### config.mk
export PLATFORM = sky130hd
export DESIGN_NAME = mux16_rr_arbiter
export DESIGN_NICKNAME = d
export VERILOG_FILES = /design/src/rtl/mux16_rr_arbiter.sv
export SDC_FILE = /design/constraint.sdc
export NUM_CORES = 1
export LEC_CHECK = 0
export BUFFER_PORTS_ARGS = -buffer_cell sky130_fd_sc_hd__buf_4
export CAP_MARGIN = 20
export CORE_AREA = 2 2 227 229
export DETAILED_ROUTE_END_ITERATION = 12
export DIE_AREA = 0 0 229 231
export PLACE_DENSITY_LB_ADDON = 0.08
export SLEW_MARGIN = 20
export SYNTH_ARGS = -nofsm -noshare
export SYNTH_HDL_FRONTEND = slang
export SYNTH_SLANG_ARGS = --single-unit
### constraint.sdc
create_clock -name clk -period 11.6 [get_ports clk]
set_input_delay 2.32 -clock clk [delete_from_list [all_inputs] [get_ports clk]]
set_output_delay 2.32 -clock clk [all_outputs]
set_load 0.05 [all_outputs]
### src/rtl/mux16_rr_arbiter.sv
// Round-robin arbiter sharing one 16:1 word mux between 16 requesters.
// The winning word is captured and held under a valid/ready handshake.

module mux16_rr_arbiter_mux4 #(
  parameter int W = 32
) (
  input  logic [1:0]   s,
  input  logic [W-1:0] d0,
  input  logic [W-1:0] d1,
  input  logic [W-1:0] d2,
  input  logic [W-1:0] d3,
  output logic [W-1:0] y
);
  always_comb begin
    case (s)
      2'd0:    y = d0;
      2'd1:    y = d1;
      2'd2:    y = d2;
      default: y = d3;
    endcase
  end
endmodule

module mux16_rr_arbiter #(
  parameter int Length = 32
) (
  input  logic              clk,
  input  logic              rst,
  input  logic [15:0]       req,
  input  logic [Length-1:0] in0,
  input  logic [Length-1:0] in1,
  input  logic [Length-1:0] in2,
  input  logic [Length-1:0] in3,
  input  logic [Length-1:0] in4,
  input  logic [Length-1:0] in5,
  input  logic [Length-1:0] in6,
  input  logic [Length-1:0] in7,
  input  logic [Length-1:0] in8,
  input  logic [Length-1:0] in9,
  input  logic [Length-1:0] in10,
  input  logic [Length-1:0] in11,
  input  logic [Length-1:0] in12,
  input  logic [Length-1:0] in13,
  input  logic [Length-1:0] in14,
  input  logic [Length-1:0] in15,
  output logic [Length-1:0] out_data,
  output logic              out_valid,
  input  logic              out_ready,
  output logic [15:0]       ack,
  output logic [3:0]        sel,
  output logic              busy
);
  localparam logic [0:0] ST_IDLE = 1'b0;
  localparam logic [0:0] ST_BUSY = 1'b1;

  logic [0:0]        state_q, state_d;
  logic [Length-1:0] data_q, data_d;
  logic [3:0]        sel_q, sel_d;
  logic [3:0]        ptr_q, ptr_d;
  logic [15:0]       ack_q, ack_d;

  logic [Length-1:0] in_words [16];
  logic [Length-1:0] lvl1_out [4];
  logic [Length-1:0] mux_out;
  logic [31:0]       req_dbl;
  logic [15:0]       req_rot;
  logic [3:0]        win_off;
  logic [3:0]        win_idx;
  logic              win_valid;

  assign in_words[0]  = in0;
  assign in_words[1]  = in1;
  assign in_words[2]  = in2;
  assign in_words[3]  = in3;
  assign in_words[4]  = in4;
  assign in_words[5]  = in5;
  assign in_words[6]  = in6;
  assign in_words[7]  = in7;
  assign in_words[8]  = in8;
  assign in_words[9]  = in9;
  assign in_words[10] = in10;
  assign in_words[11] = in11;
  assign in_words[12] = in12;
  assign in_words[13] = in13;
  assign in_words[14] = in14;
  assign in_words[15] = in15;

  // Rotate requests so bit 0 is the current priority holder, then take the lowest set bit.
  assign req_dbl   = {req, req};
  assign req_rot   = 16'(req_dbl >> ptr_q);
  assign win_valid = |req;
  assign win_idx   = ptr_q + win_off;

  always_comb begin
    win_off = 4'd0;
    for (int k = 15; k >= 0; k--) begin
      if (req_rot[k]) win_off = 4'(k);
    end
  end

  // Two-level 4:1 tree: select bits [1:0] pick within a group, [3:2] pick the group.
  generate
    for (genvar gi = 0; gi < 4; gi++) begin : g_lvl1
      mux16_rr_arbiter_mux4 #(.W(Length)) u_mux (
        .s  (win_idx[1:0]),
        .d0 (in_words[4*gi+0]),
        .d1 (in_words[4*gi+1]),
        .d2 (in_words[4*gi+2]),
        .d3 (in_words[4*gi+3]),
        .y  (lvl1_out[gi])
      );
    end
  endgenerate

  mux16_rr_arbiter_mux4 #(.W(Length)) u_mux_lvl2 (
    .s  (win_idx[3:2]),
    .d0 (lvl1_out[0]),
    .d1 (lvl1_out[1]),
    .d2 (lvl1_out[2]),
    .d3 (lvl1_out[3]),
    .y  (mux_out)
  );

  always_comb begin
    state_d = state_q;
    data_d  = data_q;
    sel_d   = sel_q;
    ptr_d   = ptr_q;
    ack_d   = '0;
    case (state_q)
      ST_IDLE: begin
        if (win_valid) begin
          data_d  = mux_out;
          sel_d   = win_idx;
          ack_d   = 16'd1 << win_idx;
          state_d = ST_BUSY;
        end
      end
      ST_BUSY: begin
        // Priority advances only on a completed transfer; 15 wraps to 0 naturally.
        if (out_ready) begin
          ptr_d   = sel_q + 4'd1;
          state_d = ST_IDLE;
        end
      end
      default: state_d = ST_IDLE;
    endcase
  end

  always_ff @(posedge clk) begin
    if (rst) begin
      state_q <= ST_IDLE;
      data_q  <= '0;
      sel_q   <= 4'd0;
      ptr_q   <= 4'd0;
      ack_q   <= '0;
    end else begin
      state_q <= state_d;
      data_q  <= data_d;
      sel_q   <= sel_d;
      ptr_q   <= ptr_d;
      ack_q   <= ack_d;
    end
  end

  assign out_data  = data_q;
  assign out_valid = (state_q == ST_BUSY);
  assign busy      = (state_q == ST_BUSY);
  assign ack       = ack_q;
  assign sel       = sel_q;
endmodule

# ---- After elaboration in Yosys (flattened, before gate mapping)
# Index checks and enable logic that the tools add are counted.
dict set report word_totals {
  regBits 57
  inputBits 531
  out_inout_bits 54
  word_cells 45
}
dict set report classes {
  n_addsub 2
  eq_ne 4
  shifts 2
  n_mux 24
  bitwise 2
  n_reduce_logical 6
}
# cell count
set ops {}
lappend ops {{$pmux W32 S3} 5}
lappend ops {{$mux W4} 16}
lappend ops {{$shr A32 B4 Y16} 1}
lappend ops {{$reduce_or A16 Y1} 1}
lappend ops {{$shl A1 B4 Y16 const A} 1}
lappend ops {{$add A4 B1 Y4 const B} 1}
lappend ops {{$add A4 B4 Y4} 1}
lappend ops {{$eq A2 B1 Y1 const B} 2}
lappend ops {{$eq A2 B2 Y1 const B} 2}
lappend ops {{$logic_not A2 Y1} 2}
lappend ops {{$reduce_and A2 Y1} 2}
lappend ops {{$reduce_or A3 Y1} 1}
lappend ops {{$mux W1} 2}
lappend ops {{$not A1 Y1} 2}
lappend ops {{$pmux W1 S2} 1}

# ---- Longest topological paths before layout
dict set report depth {
  depth_word 21
  ltp_mapped 20
  mapped_depth_nobuf 15
}

# ---- Modules after synthesis
# From an unflattened synthesis, not the netlist that was laid out.
dict set report hier_totals {
  hier_cells 584
  hier_area_um2 7472.2
}
# mod instances cells_per_inst area_per_inst_um2 seq_area_each_um2
set modules_own_cells {}
lappend modules_own_cells {mux16_rr_arbiter_mux4 5 39 814.5 0.0}
lappend modules_own_cells {mux16_rr_arbiter 1 389 3399.5 1141.1}

# ---- Worst setup path after synthesis
# No wires, ideal clock.
dict set report synth_path {
  path_type {input to register}
  from {input port req[6]}
  to {register data_q[1] (netlist: out_data[1])}
  setup_ps 117
  arrival_ps 6560
  t_required_ps 11483
  path_slack_ps 4923
  path_stages 18
  n_path_buf 3
  path_cell_list {mux4_2 > a2111oi_0 > a31o_2 > o22ai_1 > a21boi_0 > o21ai_0 > a21oi_1 > o311a_1 > ha_1 > inv_1 > fa_1 > clkbuf_1 > clkbuf_1 > buf_1 > mux4_2 > mux2i_1 > mux2i_1 > a22o_1}
}
dict set report synth_between {
  elab_chain_len 21
  elab_cells_between_ends 31
  cone_classes {add/sub (1); eq/ne (4); shift (1); mux (21); reduce/logical (4)}
}
# element line
set synth_rtl {}
lappend synth_rtl {{start, declared} 29} ;# input logic [15:0] req,
lappend synth_rtl {{$shr A32 B4 Y16} 90} ;# assign req_rot = 16'(req_dbl >> ptr_q);
lappend synth_rtl {{$mux W4 (16 in a row)} 97} ;# if (req_rot[k]) win_off = 4'(k);
lappend synth_rtl {{$add A4 B4 Y4} 92} ;# assign win_idx = ptr_q + win_off;
lappend synth_rtl {{$eq A2 B2 Y1, or another cell as far along} 15} ;# case (s)
lappend synth_rtl {{$pmux W32 S3 (2 in a row)} 15}
lappend synth_rtl {{end signal, assigned} 159} ;# data_q <= data_d;
lappend synth_rtl {{end, declared} 57} ;# logic [Length-1:0] data_q, data_d;
# Several ways; a longest one is shown, not always the timed one.
# A chain may end at the register's enable or synchronous reset.

# ---- Worst setup path in the final report
dict set report layout_path {
  from {input port req[6]}
  to {register data_q[4] (netlist: out_data[4])}
}
# The elaborated chain is that of the path after synthesis.

==> metrics.txt <==
GPL Wtd Cong=0.8594; Overflow after GRT=0; Post-synth EDFFs=0; Fin. Hold Viols=0; multi-input logic area=between 5000 and 6000 sq um; status=complete, no violations; Post-CTS Setup Repair Bufs=0; Root Driver=clkbuf_16; Mapped Avg Cell Area=between 10 and 15 sq um; Tmin final=7.398 ns; post-layout util=0.2453; Rows=83; TritonRoute pass-1 iters=4; vias in the first global route=8508; Post-synth ARST share=0; Setup Viol. Count Final=0; FILL cells=5569; type of the most critical hold path=flop to flop; First DRT Iteration DRCs=350; critical-path cell list=buf_4 > mux4_2 > a2111oi_0 > a31o_2 > o22ai_1 > a21boi_0 > o21ai_0 > a21oi_1 > o311a_1 > ha_4 > inv_1 > fa_4 > buf_4 > mux4_2 > mux2i_1 > mux2i_1 > a22o_1; Tcrit/Tclk final=0.6378; # resized after CTS=0; Starting Density=0.1381; CP endpoint kind=flop; maximum vdd drop=0.00008003 V; WP data required=11.86 ns; initial antenna violation count=10; Max Cap Violations=0; Area growth, synth to finish=77.57%; Clk pin slew, worst setup/hold paths=0.06 ns; die area=52900 sq um; top-count cell post-synth=mux4_2; most area-consuming cells after synthesis=mux4_2 (46%), dfxtp_1 (16%), mux2i_1 (16%); Clock Skews=0.009700 ns; port bufs=584; CTS Buffer Depth=2; WS Path Type=input port to flop; critical path's slowest cell=fa_4; worst setup margin=4.202 ns; ANT nets after route=0; Ports=585; PD cells=133.4 nW/um^2; DP Worst Slack=3.638 ns; first-pass GRT wire length=67390 microns; DP Wirelength=between 40000 and 50000 microns; Total GRT Usage=0.1829; final net count=around 1600; top-area cell type share of the netlist area=0.4633; ys flop type=dfxtp_1; crit-path max FO=42; number of remaining DRC errors=0; CTS tree=yes; Worst slew margin=0.2864; Num CTS Buffers=9; arrival time worst endpoint=7.66 ns; wire per inst=27.72 microns; Num Clock Sinks=57; f_max=roughly 140 MHz; Post-Syn Area=7000 sq um; post-route setup TNS=0 ns; Die W=about 230 microns; leakage power=0.005796 uW; CTS H-tree lvls=3; via count=between 7000 and 8000; syn nets=1085; vias per cell=~4.3; hold slack=0.4814 ns; largest net degree at the start of global routing=between 60 and 70; max incr delay on CP=1.44 ns; Distinct cells, synth=46; Synth Instances=549; type of origin of the critical path=input port; die height=231 microns; final-report max-slew violation count=0; core area=50680 sq um; area leader, netlist=mux4_2; hold-fix buffer count after cts=0; Yosys reg bits=57; DRT Wirelength=49400 microns; Clock Latency Late Sink=between 0.3 and 0.4 ns; register area share after synthesis=0.1630; FF/Latch Area=1141 sq um; share of post-route cells with drive strength above 1=0.7070; top cells by count, synth=mux4_2 (144), mux2i_1 (112), dfxtp_1 (57), clkbuf_1 (37), a22o_1 (32); worst-margin pin slew=1.069 ns; RSZ-0062 raised after global routing=no; Yosys warning total=0
-- final timing paths --
| path | startpoint | endpoint | slack, ns | cells past startpoint |
|---|---|---|---|---|
| worst min register to register | out_data[23]$_SDFFE_PP0P_ | out_data[23]$_SDFFE_PP0P_ | 0.48 | 1 |
| worst max-delay path | req[6] | out_data[4]$_SDFFE_PP0P_ | 4.20 | 17 |
| worst min-delay path | out_data[23]$_SDFFE_PP0P_ | out_data[23]$_SDFFE_PP0P_ | 0.48 | 1 |
| worst max register to register | ptr_q[3]$_SDFFE_PP0P_ | out_data[4]$_SDFFE_PP0P_ | 5.29 | 16 |
-- routing by layer --
metal	up-vias	part of all wire	track usage
met2	278	0.53	0.3329
met1	3907	0.39	0.2149
li1	3413	-	-
met5	-	0.0014	0
met4	10	0.013	0.04302
met3	34	0.056	0.04496
-- final cells by class --
type	instances	area share
multi-input combinational	425	0.4522
timing repair buffer	596	0.3626
sequential	57	0.09180
tap	680	0.06844
clock buffer	9	0.01812
clock inverter	7	0.004731
inverter	5	0.001510
antenna	3	0.0006039
-- sequential cells by signal (all words and copies together), names as in the netlist --
name,count
ptr_q,4
sel,4
ack,16
out_data,32
busy,1
-- layout by cell type, fill, tap and decap left out, types with 4 or more instances in the layout --
master	n
a211oi_1	6
a21oi_1	8
a22o_1	32
buf_4	594
clkbuf_16	9
dfxtp_1	57
inv_1	4
inv_6	5
mux2_2	11
mux2i_1	112
mux4_2	144
nand2_1	7
nand2b_1	4
nand3_1	4
nor2_1	26
nor2b_1	6
nor3_1	10
nor3b_1	5
nor4_1	4
o21ai_0	5
-- where the power goes --
part	internal (uW)	switching (uW)
clock	148	131
sequential	228	25.1
combinational	570	557
total	946	713
-- kinds of logic (layout without fill, tap and decap cells) --
family / count (synthesis) / in the layout / synth area share
adder cells (fa/ha/maj): 5 / 5 / 0.01001
XOR/XNOR: 6 / 6 / 0.01019
other: 0 / 3 / 0
AO/OA/AOI/OAI: 70 / 70 / 0.07864
flip-flops: 57 / 57 / 0.1630
multiplexers: 267 / 267 / 0.6411
AND/OR/NAND/NOR: 77 / 77 / 0.05541
buffers and inverters: 67 / 617 / 0.04164
-- critical path, delay by kind of cell --
kind / cells / cell delay (ns)
adders and majority gates: 2 / 1.58
buffers and inverters: 3 / 0.84
muxes: 4 / 1.35
AOI/OAI and AO/OA: 8 / 1.52
-- through the flow --
stage	power, uW	cell area (sq um)	cells
after floorplan	996.2	7000	549
after global placement	1412	12110	1762
after detailed placement	1410	12140	1763
after CTS	1702	12420	1779
after global routing	1765	12430	1781
final	1659	12430	1782
(Power assumes the default switching activity.)
